## config.mk

```make
export PLATFORM = sky130hd
export DESIGN_NAME = fsm_tx_ctrl_flat
export DESIGN_NICKNAME = d
export VERILOG_FILES = /design/src/rtl/uart_pkg.sv /design/src/rtl/fsm_tx_ctrl_if.sv /design/src/rtl/tx_watchdog.sv /design/src/rtl/fsm_tx_ctrl.sv /design/src/flat_wrapper.sv
export SDC_FILE = /design/constraint.sdc
export NUM_CORES = 1
export LEC_CHECK = 0
export BUFFER_PORTS_ARGS = -buffer_cell sky130_fd_sc_hd__clkbuf_2
export CORE_ASPECT_RATIO = 0.8
export CORE_MARGIN = 4
export CORE_UTILIZATION = 55
export CTS_CLUSTER_DIAMETER = 120
export DETAILED_ROUTE_END_ITERATION = 16
export PLACE_DENSITY = 0.78
export RECOVER_POWER = 25
export SLEW_MARGIN = 5
export SYNTH_ARGS = -nofsm -noshare
export SYNTH_HDL_FRONTEND = slang
export SYNTH_HIERARCHICAL = 1
export SYNTH_SLANG_ARGS = --single-unit
```

## constraint.sdc

```tcl
create_clock -name clk -period 2.5 [get_ports clk]
set_input_delay 0.5 -clock clk [delete_from_list [all_inputs] [get_ports clk]]
set_output_delay 0.5 -clock clk [all_outputs]
set_load 0.03 [all_outputs]
```

## src/rtl/uart_pkg.sv

```systemverilog
`default_nettype none
// ----------------------------------------------------------------------------
// uart_pkg : shared types and defaults for the UART transmit controller
// rev 1.0
// ----------------------------------------------------------------------------
package uart_pkg;

  localparam int DEF_DATA_W      = 8;
  localparam int DEF_MAX_BURST   = 16;
  localparam int DEF_TIMEOUT_CYC = 200000;

  typedef enum logic [2:0] {
    ST_IDLE      = 3'd0,
    ST_POP       = 3'd1,
    ST_LOAD      = 3'd2,
    ST_START     = 3'd3,
    ST_WAIT_DONE = 3'd4,
    ST_CLEAR     = 3'd5
  } tx_ctrl_state_t;

  // Bits needed to hold any value in 0..max_val inclusive.
  function automatic int cnt_width(input int max_val);
    return (max_val < 1) ? 1 : $clog2(max_val + 1);
  endfunction

endpackage : uart_pkg
`default_nettype wire

```

## src/rtl/fsm_tx_ctrl_if.sv

```systemverilog
`default_nettype none
// ----------------------------------------------------------------------------
// fsm_tx_ctrl_if : control-register, TX FIFO and transmitter signals
// rev 1.0
// ----------------------------------------------------------------------------
interface fsm_tx_ctrl_if #(
  parameter int DATA_W    = 8,
  parameter int MAX_BURST = 16
);
  localparam int CNT_W = $clog2(MAX_BURST + 1);

  logic              enviar_cmd;
  logic              enviar_bit_clear;
  logic              fifo_tx_empty;
  logic              fifo_tx_rd;
  logic [DATA_W-1:0] fifo_tx_data;
  logic [DATA_W-1:0] tx_data;
  logic              tx_start;
  logic              tx_done;
  logic              busy;
  logic [CNT_W-1:0]  sent_count;
  logic              err_timeout;

  // Controller side
  modport master (
    input  enviar_cmd,
    input  fifo_tx_empty,
    input  fifo_tx_data,
    input  tx_done,
    output enviar_bit_clear,
    output fifo_tx_rd,
    output tx_data,
    output tx_start,
    output busy,
    output sent_count,
    output err_timeout
  );

  // Register block / FIFO / transmitter side
  modport slave (
    output enviar_cmd,
    output fifo_tx_empty,
    output fifo_tx_data,
    output tx_done,
    input  enviar_bit_clear,
    input  fifo_tx_rd,
    input  tx_data,
    input  tx_start,
    input  busy,
    input  sent_count,
    input  err_timeout
  );

endinterface : fsm_tx_ctrl_if
`default_nettype wire

```

## src/rtl/tx_watchdog.sv

```systemverilog
`default_nettype none
// ----------------------------------------------------------------------------
// tx_watchdog : cycle counter that flags a transmitter that stopped answering
// rev 1.0
// ----------------------------------------------------------------------------
module tx_watchdog #(
  parameter int TIMEOUT_CYC = 200000
) (
  input  wire logic clk,
  input  wire logic rst,
  input  wire logic clear,
  input  wire logic enable,
  output logic      expired
);

  localparam int CW = $clog2(TIMEOUT_CYC + 1);
  localparam logic [CW-1:0] c_one  = CW'(1);
  localparam logic [CW-1:0] c_last = CW'(TIMEOUT_CYC - 1);

  logic [CW-1:0] r_cnt;

  // The clearing cycle itself counts as the first elapsed cycle, so the count
  // reaches TIMEOUT_CYC on the edge where expired is high.
  always_ff @(posedge clk or posedge rst) begin
    if (rst) begin
      r_cnt <= '0;
    end else if (clear) begin
      r_cnt <= c_one;
    end else if (enable && (r_cnt != c_last)) begin
      r_cnt <= r_cnt + c_one;
    end
  end

  assign expired = enable && (r_cnt == c_last);

endmodule : tx_watchdog
`default_nettype wire

```

## src/rtl/fsm_tx_ctrl.sv

```systemverilog
`default_nettype none
// ----------------------------------------------------------------------------
// fsm_tx_ctrl : drains the TX FIFO into the UART transmitter in bursts
// rev 1.0
// ----------------------------------------------------------------------------
module fsm_tx_ctrl
  import uart_pkg::*;
#(
  parameter int DATA_W      = DEF_DATA_W,
  parameter int MAX_BURST   = DEF_MAX_BURST,
  parameter int TIMEOUT_CYC = DEF_TIMEOUT_CYC
) (
  input  wire logic     clk,
  input  wire logic     rst,
  fsm_tx_ctrl_if.master bus
);

  localparam int CNT_W = cnt_width(MAX_BURST);
  localparam logic [CNT_W-1:0] c_cnt_one = CNT_W'(1);
  localparam logic [CNT_W-1:0] c_cnt_max = CNT_W'(MAX_BURST);

  tx_ctrl_state_t    r_state;
  tx_ctrl_state_t    w_state_nxt;

  logic [DATA_W-1:0] r_tx_data;
  logic [CNT_W-1:0]  r_sent_cnt;
  logic              r_err_timeout;

  logic              w_accept;
  logic              w_load;
  logic              w_inc;
  logic              w_abort;
  logic              w_wd_clear;
  logic              w_wd_en;
  logic              w_expired;
  logic [CNT_W-1:0]  w_cnt_inc;

  assign w_cnt_inc  = r_sent_cnt + c_cnt_one;
  assign w_wd_clear = (r_state == ST_START);
  assign w_wd_en    = (r_state == ST_WAIT_DONE);

  tx_watchdog #(
    .TIMEOUT_CYC (TIMEOUT_CYC)
  ) u_watchdog (
    .clk     (clk),
    .rst     (rst),
    .clear   (w_wd_clear),
    .enable  (w_wd_en),
    .expired (w_expired)
  );

  always_ff @(posedge clk or posedge rst) begin
    if (rst) begin
      r_state <= ST_IDLE;
    end else begin
      r_state <= w_state_nxt;
    end
  end

  always_comb begin
    w_state_nxt = r_state;
    w_accept    = 1'b0;
    w_load      = 1'b0;
    w_inc       = 1'b0;
    w_abort     = 1'b0;
    case (r_state)
      ST_IDLE: begin
        if (bus.enviar_cmd) begin
          w_accept    = 1'b1;
          w_state_nxt = bus.fifo_tx_empty ? ST_CLEAR : ST_POP;
        end
      end
      ST_POP: begin
        w_state_nxt = ST_LOAD;
      end
      ST_LOAD: begin
        w_load      = 1'b1;
        w_state_nxt = ST_START;
      end
      ST_START: begin
        w_state_nxt = ST_WAIT_DONE;
      end
      ST_WAIT_DONE: begin
        // A completion on the same cycle as expiry still counts as delivered.
        if (bus.tx_done) begin
          w_inc = 1'b1;
          if ((w_cnt_inc == c_cnt_max) || bus.fifo_tx_empty) begin
            w_state_nxt = ST_CLEAR;
          end else begin
            w_state_nxt = ST_POP;
          end
        end else if (w_expired) begin
          w_abort     = 1'b1;
          w_state_nxt = ST_CLEAR;
        end
      end
      ST_CLEAR: begin
        w_state_nxt = ST_IDLE;
      end
      default: begin
        w_state_nxt = ST_IDLE;
      end
    endcase
  end

  always_ff @(posedge clk or posedge rst) begin
    if (rst) begin
      r_tx_data <= '0;
    end else if (w_load) begin
      r_tx_data <= bus.fifo_tx_data;
    end
  end

  always_ff @(posedge clk or posedge rst) begin
    if (rst) begin
      r_sent_cnt <= '0;
    end else if (w_accept) begin
      r_sent_cnt <= '0;
    end else if (w_inc) begin
      r_sent_cnt <= w_cnt_inc;
    end
  end

  always_ff @(posedge clk or posedge rst) begin
    if (rst) begin
      r_err_timeout <= 1'b0;
    end else if (w_accept) begin
      r_err_timeout <= 1'b0;
    end else if (w_abort) begin
      r_err_timeout <= 1'b1;
    end
  end

  // Strobes decode straight from the state register so reset clears them at once.
  assign bus.fifo_tx_rd       = (r_state == ST_POP);
  assign bus.tx_start         = (r_state == ST_START);
  assign bus.enviar_bit_clear = (r_state == ST_CLEAR);
  assign bus.busy             = (r_state != ST_IDLE);
  assign bus.tx_data          = r_tx_data;
  assign bus.sent_count       = r_sent_cnt;
  assign bus.err_timeout      = r_err_timeout;

endmodule : fsm_tx_ctrl
`default_nettype wire

```

## src/flat_wrapper.sv

```systemverilog
// flat-port wrapper written by rule: the top's interface ports become plain ports
module fsm_tx_ctrl_flat import uart_pkg::*;
#(
  parameter int DATA_W      = DEF_DATA_W,
  parameter int MAX_BURST   = DEF_MAX_BURST,
  parameter int TIMEOUT_CYC = DEF_TIMEOUT_CYC
)
  (clk, rst, bus_enviar_cmd, bus_fifo_tx_empty, bus_fifo_tx_data, bus_tx_done, bus_enviar_bit_clear, bus_fifo_tx_rd, bus_tx_data, bus_tx_start, bus_busy, bus_sent_count, bus_err_timeout);
  fsm_tx_ctrl_if #(.DATA_W(DATA_W), .MAX_BURST(MAX_BURST)) bus_i ();
  input  wire logic clk;
  input  wire logic rst;
  input wire logic [$bits(bus_i.enviar_cmd)-1:0] bus_enviar_cmd;
  input wire logic [$bits(bus_i.fifo_tx_empty)-1:0] bus_fifo_tx_empty;
  input wire logic [$bits(bus_i.fifo_tx_data)-1:0] bus_fifo_tx_data;
  input wire logic [$bits(bus_i.tx_done)-1:0] bus_tx_done;
  output wire logic [$bits(bus_i.enviar_bit_clear)-1:0] bus_enviar_bit_clear;
  output wire logic [$bits(bus_i.fifo_tx_rd)-1:0] bus_fifo_tx_rd;
  output wire logic [$bits(bus_i.tx_data)-1:0] bus_tx_data;
  output wire logic [$bits(bus_i.tx_start)-1:0] bus_tx_start;
  output wire logic [$bits(bus_i.busy)-1:0] bus_busy;
  output wire logic [$bits(bus_i.sent_count)-1:0] bus_sent_count;
  output wire logic [$bits(bus_i.err_timeout)-1:0] bus_err_timeout;
  assign bus_i.enviar_cmd = bus_enviar_cmd;
  assign bus_i.fifo_tx_empty = bus_fifo_tx_empty;
  assign bus_i.fifo_tx_data = bus_fifo_tx_data;
  assign bus_i.tx_done = bus_tx_done;
  assign bus_enviar_bit_clear = bus_i.enviar_bit_clear;
  assign bus_fifo_tx_rd = bus_i.fifo_tx_rd;
  assign bus_tx_data = bus_i.tx_data;
  assign bus_tx_start = bus_i.tx_start;
  assign bus_busy = bus_i.busy;
  assign bus_sent_count = bus_i.sent_count;
  assign bus_err_timeout = bus_i.err_timeout;
  fsm_tx_ctrl #(.DATA_W(DATA_W), .MAX_BURST(MAX_BURST), .TIMEOUT_CYC(TIMEOUT_CYC)) u_core (.clk(clk), .rst(rst), .bus(bus_i));
endmodule
```

## Word level (Yosys, flattened, before mapping)

Cells that the tools add are included.

- Logic and storage cells: 46
- Output and inout port bits: 18
- Flip-flop bits (word level): 35
- Input port bits: 13

- Muxes and demuxes: 20
- Eq/ne operators: 10
- Reduce and logical (&&, ||, !) cells: 9
- $add $sub $neg: 2

Operators with widths:

| operator | count |
|---|---|
| 2-to-1 mux 18 bit | 2 |
| adder 18 x 1 -> 18 bit (second input constant) | 1 |
| equality test 18 bit (second input constant) | 1 |
| != test 18 bit (second input constant) | 1 |
| 2-to-1 mux 3 bit | 5 |
| one-hot mux 3 bit (5 select lines) | 1 |
| 2-to-1 mux 1 bit | 10 |
| 2-to-1 mux 5 bit | 2 |
| equality test 3 x 2 -> 1 bit (second input constant) | 2 |
| equality test 3 bit (second input constant) | 2 |
| nonzero test 2 bit | 3 |
| adder 5 x 1 -> 5 bit (second input constant) | 1 |
| equality test 5 bit (second input constant) | 1 |
| equality test 3 x 1 -> 1 bit (second input constant) | 1 |
| zero test 3 bit | 1 |
| != test 3 x 2 -> 1 bit (second input constant) | 1 |
| nonzero test 3 bit | 1 |
| logical AND 1 bit | 2 |
| != test 2 bit (second input constant) | 1 |
| AND reduction 2 bit | 1 |
| logical OR 1 bit | 1 |

## Longest topological paths before layout

Gate-level depths: netlist of the first run.

- Depth in word-level cells: 7
- Depth in mapped cells: 7
- Gate-level depth less buffers: 6

## Hierarchy

The synthesis of the first run kept the hierarchy.

Modules (own cells, without submodules):

| module | cells each | times used | area an instance (sq um) |
|---|---|---|---|
| tx_watchdog | 107 | 1 | 1012.2 |
| fsm_tx_ctrl | 73 | 1 | 840.8 |

## Least setup slack after synthesis of the first run

Ideal clock, no wire load.

- Kind: register to register
- From: reg u_core.r_state[1]
- To: reg u_core.u_watchdog.r_cnt[5]
- Cell stages (with the launch flop): 8
- Clock period less this slack: 2.032 ns
- Path slack: 0.468 ns
- Arrival: 1.954 ns
- Data required time: 2.422 ns
- Setup time: 0.078 ns
- Cells stage by stage: dfrtp_1 -> buf_4 -> nor2_1 -> and2_1 -> inv_1 -> a21o_4 -> or4_2 -> a21oi_1

- Word-level cells in the longest chain between the ends: 3
- Elaborated cells on any way between the ends: 5
- Classes of those cells: eq/ne: 2; mux: 1; reduce/logical: 2

Ends and longest elaborated chain:

| what | line | text |
|---|---|---|
| from (decl) | fsm_tx_ctrl.sv:22 | `tx_ctrl_state_t r_state;` |
| from (signal assigned) | fsm_tx_ctrl.sv:56 | `r_state <= w_state_nxt;` |
| equality test 3 bit | fsm_tx_ctrl.sv:40 | `assign w_wd_en = (r_state == ST_WAIT_DONE);` |
| named net u_core.w_wd_en | fsm_tx_ctrl.sv:34 | `logic w_wd_en;` |
| logical AND 1 bit | tx_watchdog.sv:29 | `end else if (enable && (r_cnt != c_last)) begin` |
| nonzero test 2 bit (no source line) | n/a |  |
| to (signal assigned) | tx_watchdog.sv:28 | `r_cnt <= c_one;` |
| to (signal assigned) | tx_watchdog.sv:30 | `r_cnt <= r_cnt + c_one;` |
| to (decl) | tx_watchdog.sv:20 | `logic [CW-1:0] r_cnt;` |

The timed path passes the listed nets, and every way through them passes these cells.
A chain may end at the register's enable or synchronous reset.

## Worst setup path in the final report of the first run

- From: reg u_core.r_state[0]
- To: reg u_core.u_watchdog.r_cnt[5]

The elaborated chain is that of the path after synthesis.

==> results of run 1 <==
metal layers:
layer | routed length [µm] | vias up | part of all wire, % | GRT usage (%)
met5 | 0 | - | 0 | 0
met4 | 8 | 0 | 0.21 | 5.53
met2 | 1770 | 38 | 47 | 28.5
li1 | - | 713 | - | -
met1 | 1780 | 717 | 47 | 24.6
met3 | 213 | 2 | 5.6 | 4.37
cell usage after synthesis, types with 3 or more instances:
cell type / n / area (µm²)
sky130_fd_sc_hd__nand4_1: 5 / 31.3
sky130_fd_sc_hd__a21oi_1: 12 / 60.1
sky130_fd_sc_hd__a211oi_1: 3 / 22.5
sky130_fd_sc_hd__xor2_1: 7 / 61.3
sky130_fd_sc_hd__nand3_1: 11 / 55.1
sky130_fd_sc_hd__xnor2_1: 4 / 35.0
sky130_fd_sc_hd__mux2_2: 8 / 90.1
sky130_fd_sc_hd__inv_1: 7 / 26.3
sky130_fd_sc_hd__nand2_1: 11 / 41.3
sky130_fd_sc_hd__o21ai_0: 3 / 15.0
sky130_fd_sc_hd__nor3_1: 8 / 40.0
sky130_fd_sc_hd__dfrtp_1: 35 / 876
sky130_fd_sc_hd__nor2_1: 19 / 71.3
worst min path at each step:
stage	startpoint	endpoint	slack (ps)	cells after the start
after CTS	rst	u_core/bus.tx_data[3]	310	2
after global placement	u_core/bus.tx_data[5]	u_core/bus.tx_data[5]	490	1
after detailed placement	u_core/bus.tx_data[6]	u_core/bus.tx_data[6]	490	1
final	rst	u_core/bus.sent_count[2]	290	2
after global routing	rst	u_core/bus.tx_data[6]	360	2
after floorplan	rst	u_core/bus.err_timeout	430	1
power by group through the flow:
stage	registers, µW	clock network (µW)	logic [µW]
floorplan	935	0	474
global placement	808	0	771
detailed placement	819	0	791
CTS	810	525	794
global route	832	556	844
finish	810	513	787
metrics by stage:
| stage | hold WS (ps) | power [µW] |
|---|---|---|
| final | 293 | 2110 |
| after global placement | 488 | 1580 |
| after CTS | 312 | 2130 |
| after detailed placement | 495 | 1610 |
| after floorplan | 426 | 1410 |
| after global routing | 358 | 2230 |
layout make-up:
class / count / area (µm²) / area share [%]
clock buffer: 6 / 82.6 / 3.82
clock inverter: 2 / 35.0 / 1.62
inverter: 7 / 26.3 / 1.22
multi-input combinational: 133 / 926 / 42.9
sequential: 35 / 876 / 40.6
tap: 40 / 50.0 / 2.32
timing repair buffer: 32 / 164 / 7.59
flip-flops by register name (all words and copies together), names as in the netlist:
register,flops
u_core/bus.sent_count,5
u_core/u_watchdog/r_cnt,18
u_core/bus.tx_data,8
u_core/r_state,3
u_core/bus.err_timeout,1
cells by family (layout without fill, tap and decap cells):
kind of cell / count (synthesis) / in the layout
flops: 35 / 35
compound gates: 26 / 26
mux: 11 / 11
fa+ha+maj: 2 / 2
simple gates: 83 / 83
xor+xnor: 11 / 11
buf+inv: 12 / 47
==> reports/results.txt, run 1 <==
Maximum clock insertion buffer count = 2
Vias in the first global route = 1,401
Clk slew on worst S/H paths = 70 ps
Library cell used as clock root buffer = sky130_fd_sc_hd__clkbuf_8
Count of instances resized after the clock tree is built = 0
Number of cells on the critical path = 6
Antenna violations before repair = 0
Worst setup timing slack at the placement stage = 293 ps
Chip Height = 59.9 µm
Sequential group share of total power = 38.4%
Fill cells = 246
Launch point of the critical path = u_core/r_state[0]
Xor and xnor fraction of the mapped netlist area = 5.20%
Number of antenna diodes = 0
Startpoint of the lowest-slack register-to-register path = u_core/r_state[0]
Syn nets = 195
Number of CTS-inserted buffers = 5
Post-Route Skew = 9.37 ps
Via/cell ratio = 5.76
Outcome = finished clean
Cells after synthesis = 180
Yosys synthesis warning count = 6
Core footprint = 0.00315 mm²
Maximum operating frequency = 443 MHz
# port buffers = 30
Portion of netlist area occupied by mux cells = 6.75%
Crit. End Element = flop
Total via count in the routed design = 1,470
Total Wirelength = 3770 µm
Layout cells sized above 1 = 29.3%
P&R area growth vs syn = 16.5%
Synth Area in Adders = 1.35%
Critical Path, Cell by Cell = nor2_1 -> and2_1 -> inv_1 -> a21o_4 -> or4_2 -> a21oi_1
Flip-flop and latch count after synthesis = 35
Half-perimeter wire length of the detailed placement result = 2870 µm
Switching power as a share of total power = 37.9%
Sinks on the clock net = 35
Remaining Overflow, GRT = 0
Router iterations before antenna repair = 4
Post-layout util = 68.5%
Arrival time of the worst setup path = 2450 ps
Launching element type of the critical path = flop
Std cell rows = 18
Peak supply drop = 0.901 mV
Number of pins exceeding their max-slew limit in the final report = 0
Final sum of negative setup slack = 0 ps
Final non-filler cell total = 255
Worst Tran Pin Value = 689 ps
Global-route wire length before repair = 6100 µm
RSZ-0062 raised after global routing = false
Chip Width = 72.9 µm
Post-synthesis cell area = 0.00185 mm²
Largest delay share family, worst path = simple AND/OR/NAND/NOR gates
Cell with the biggest individual delay on the critical path = sky130_fd_sc_hd__or4_2
Sw Pwr = 799 µW
Number of placed I/O pins = 31
Pin count of the biggest net entering global routing = 21
Async SR Flop Fraction = 100%
Final setup viols = 0
Hold-fix buffers at CTS = 0
Type of the most critical hold path = input pin to async pin
Dpl cell area = 0.00204 mm²
Overall track demand over capacity in global routing = 18.0%
Weighted congestion reported at the end of routability-driven placement = 0.818
Smallest setup slack after layout = 243 ps
Cell count after placement = 247
Minimum clock period = 2260 ps
Final hold violation count = 0
Clock Power Share = 24.3%
CTS tree = yes
CP Max Fanout = 9
Setup repair bufs after CTS = 0
Initial detailed-routing violation count = 121
R2r endpoint = u_core/u_watchdog/r_cnt[5]
Initial standard-cell utilization of the core = 58.8%
Data required time at the worst endpoint = 2700 ps
Floorplan die area = 0.00437 mm²
Fraction of the cycle the final worst path needs = 90.3%
Routed wire length per instance = 14.8 µm
Power share of the combinational group = 37.3%
DRT antenna net count = 0
Maximum level of the CTS H-tree = 2
Clock latency on the worst-skew pair = 280 ps
Number of max-capacitance violations reported = 0
Internal power consumption = 1310 µW
Layout net count = 229
Dominant combinational cell family by area after synthesis = simple AND/OR/NAND/NOR gates
Top flip-flop cell by instance count after synthesis = sky130_fd_sc_hd__dfrtp_1
Synth Area in Compound Gates = 9.05%
Area of all placed cells without fillers = 0.00216 mm²
Number of flops mapped to enable cells by yosys = 0
Worst path max stage delay = 600 ps
DRC violation count after routing = 0
Most frequent cells in the layout = sky130_fd_sc_hd__dfrtp_1 (35), sky130_fd_sc_hd__clkbuf_2 (29), sky130_fd_sc_hd__nor2_1 (19)
Most common library cell in the layout ignoring fill and taps = sky130_fd_sc_hd__dfrtp_1
Worst Path Class, Setup = flop to flop
Total power per unit cell area = 977 mW/mm²
CP Capture Point = u_core/u_watchdog/r_cnt[5]
Length in cells of the worst reg-to-reg path = 6
Count of buffer and inverter cells on the critical path = 1
Post-Synthesis Mean Instance Area = 10.3 µm²
Headroom to the max-slew limit = 54.0%
Sequential area share after synthesis = 47.3%
Unique masters post-synth = 53
Share of synthesized cell area in and, or, nand and nor gates = 27.6%
Reg2Reg Setup Slack = 240 ps
Leakage = 0.000987 µW
(Power assumes the default switching activity.)
==> run 2, diff against run 1 <==
--- a/config.mk
+++ b/config.mk
@@ -6,7 +6,7 @@
 export NUM_CORES = 1
 export LEC_CHECK = 0
 export BUFFER_PORTS_ARGS = -buffer_cell sky130_fd_sc_hd__clkbuf_2
-export CORE_ASPECT_RATIO = 0.8
+export CORE_ASPECT_RATIO = 1.4
 export CORE_MARGIN = 4
 export CORE_UTILIZATION = 55
 export CTS_CLUSTER_DIAMETER = 120
==> run 2 against run 1 <==
Net effect: core utilization is 1.4 points lower; global-route usage is 2.0 points higher; largest power group unchanged; sequential share of layout area is 0.48 points higher.
==> reports/results.txt, run 2 (synthesized netlist as in run 1, its figures left out) <==
Crit. End Element = flop
Final sum of negative setup slack = 0 ps
Number of pins exceeding their max-slew limit in the final report = 0
Final hold violation count = 0
Chip Height = 76.7 µm
Initial detailed-routing violation count = 48
Number of max-capacitance violations reported = 0
Remaining Overflow, GRT = 0
DRC violation count after routing = 0
Final setup viols = 0
P&R area growth vs syn = 15.2%
Std cell rows = 24
Arrival time of the worst setup path = 2430 ps
Most common library cell in the layout ignoring fill and taps = sky130_fd_sc_hd__dfrtp_1
Outcome = finished clean
Headroom to the max-slew limit = 54.0%
Type of the most critical hold path = input pin to async pin
Maximum operating frequency = 452 MHz
Global-route wire length before repair = 6900 µm
Data required time at the worst endpoint = 2710 ps
Half-perimeter wire length of the detailed placement result = 2850 µm
Multi-input gate area in the final layout = 926 µm²
Core footprint = 0.00318 mm²
Startpoint of the lowest-slack register-to-register path = u_core/r_state[0]
Floorplan die area = 0.00437 mm²
Launch point of the critical path = u_core/r_state[0]
Clk slew on worst S/H paths = 70 ps
Dpl cell area = 0.00203 mm²
Weighted congestion reported at the end of routability-driven placement = 0.898
Router iterations before antenna repair = 4
Largest register by flop count = u_core/u_watchdog/r_cnt
Total power per unit cell area = 953 mW/mm²
Initial standard-cell utilization of the core = 58.2%
Sinks on the clock net = 35
CTS tree = yes
Antenna violations before repair = 0
Area of all placed cells without fillers = 0.00213 mm²
Launching element type of the critical path = flop
# port buffers = 30
Count of instances resized after the clock tree is built = 0
Overall track demand over capacity in global routing = 20.0%
Fraction of the cycle the final worst path needs = 88.5%
Worst Tran Pin Value = 689 ps
Post-Route Skew = 5.43 ps
Total Wirelength = 3950 µm
Worst setup timing slack at the placement stage = 329 ps
CP Max Fanout = 9
Clock latency on the worst-skew pair = 290 ps
Flip-flop and latch area = 876 µm²
Total via count in the routed design = 1,496
Layout net count = 228
Maximum clock insertion buffer count = 2
DRT antenna net count = 0
Minimum clock period = 2210 ps
Reg2Reg Setup Slack = 290 ps
RSZ-0062 raised after global routing = false
Leakage = 0.000975 µW
Maximum level of the CTS H-tree = 2
Layout cells sized above 1 = 29.0%
Pin count of the biggest net entering global routing = 21
Number of CTS-inserted buffers = 5
Via/cell ratio = 5.91
Fill cells = 269
Worst Path Class, Setup = flop to flop
Smallest setup slack after layout = 287 ps
Library cell used as clock root buffer = sky130_fd_sc_hd__clkbuf_8
Setup repair bufs after CTS = 0
Routed wire length per instance = 15.6 µm
Max FFs per register = 18
Number of antenna diodes = 0
Peak supply drop = 0.545 mV
Most frequent cells in the layout = sky130_fd_sc_hd__dfrtp_1 (35), sky130_fd_sc_hd__clkbuf_2 (30), sky130_fd_sc_hd__nor2_1 (19)
Chip Width = 57.1 µm
Hold-fix buffers at CTS = 0
Vias in the first global route = 1,517
Number of placed I/O pins = 31
[run 2: power breakdown]
| part | internal (µW) | leakage [µW] | switching (µW) |
|---|---|---|---|
| Sequential | 693 | 0.000462 | 139 |
| Combinational | 288 | 0.000462 | 472 |
| Clock | 251 | 0.0000515 | 191 |
| Total | 1230 | 0.000975 | 802 |
[run 2: area by class of cell]
type	count	area share, %
tap	39	2.29
inverter	7	1.23
sequential	35	41.0
clock buffer	8	4.69
timing repair buffer	31	7.39
multi-input combinational	133	43.4
[run 2: path summary, 6_finish.rpt]
check,cells past startpoint,endpoint
max in group asynchronous,2,u_core/u_watchdog/r_cnt[2]
worst max register to register,6,u_core/u_watchdog/r_cnt[5]
worst min register to register,1,u_core/bus.tx_data[6]
worst max-delay path,6,u_core/u_watchdog/r_cnt[5]
worst min-delay path,2,u_core/bus.tx_data[1]
min in group clk,2,u_core/bus.tx_data[3]
[run 2: critical path: stages, from the launching register on]
cell and delay, ps:
sky130_fd_sc_hd__dfrtp_1 480, sky130_fd_sc_hd__nor2_1 260, sky130_fd_sc_hd__and2_1 290, sky130_fd_sc_hd__inv_1 120, sky130_fd_sc_hd__a21o_4 230, sky130_fd_sc_hd__or4_2 600
sky130_fd_sc_hd__a21oi_1 150
[run 2: per-layer routing]
metal | GRT usage (%) | vias to the layer above | wire length [µm]
met5 | 0 | - | 0
met4 | 8.35 | 0 | 91
met3 | 5.21 | 8 | 239
met2 | 35.2 | 41 | 2130
met1 | 22.2 | 726 | 1480
li1 | - | 721 | -
[run 2: per-stage QoR]
stage | cells | power [µW] | util [%] | hold WS (ps)
final | 253 | 2030 | 67.1 | 285
after global routing | 253 | 2170 | 67.1 | 338
after CTS | 253 | 2060 | 67.1 | 299
after detailed placement | 245 | 1600 | 63.9 | 495
after global placement | 245 | 1570 | 63.9 | 488
after floorplan | 180 | 1410 | - | 426
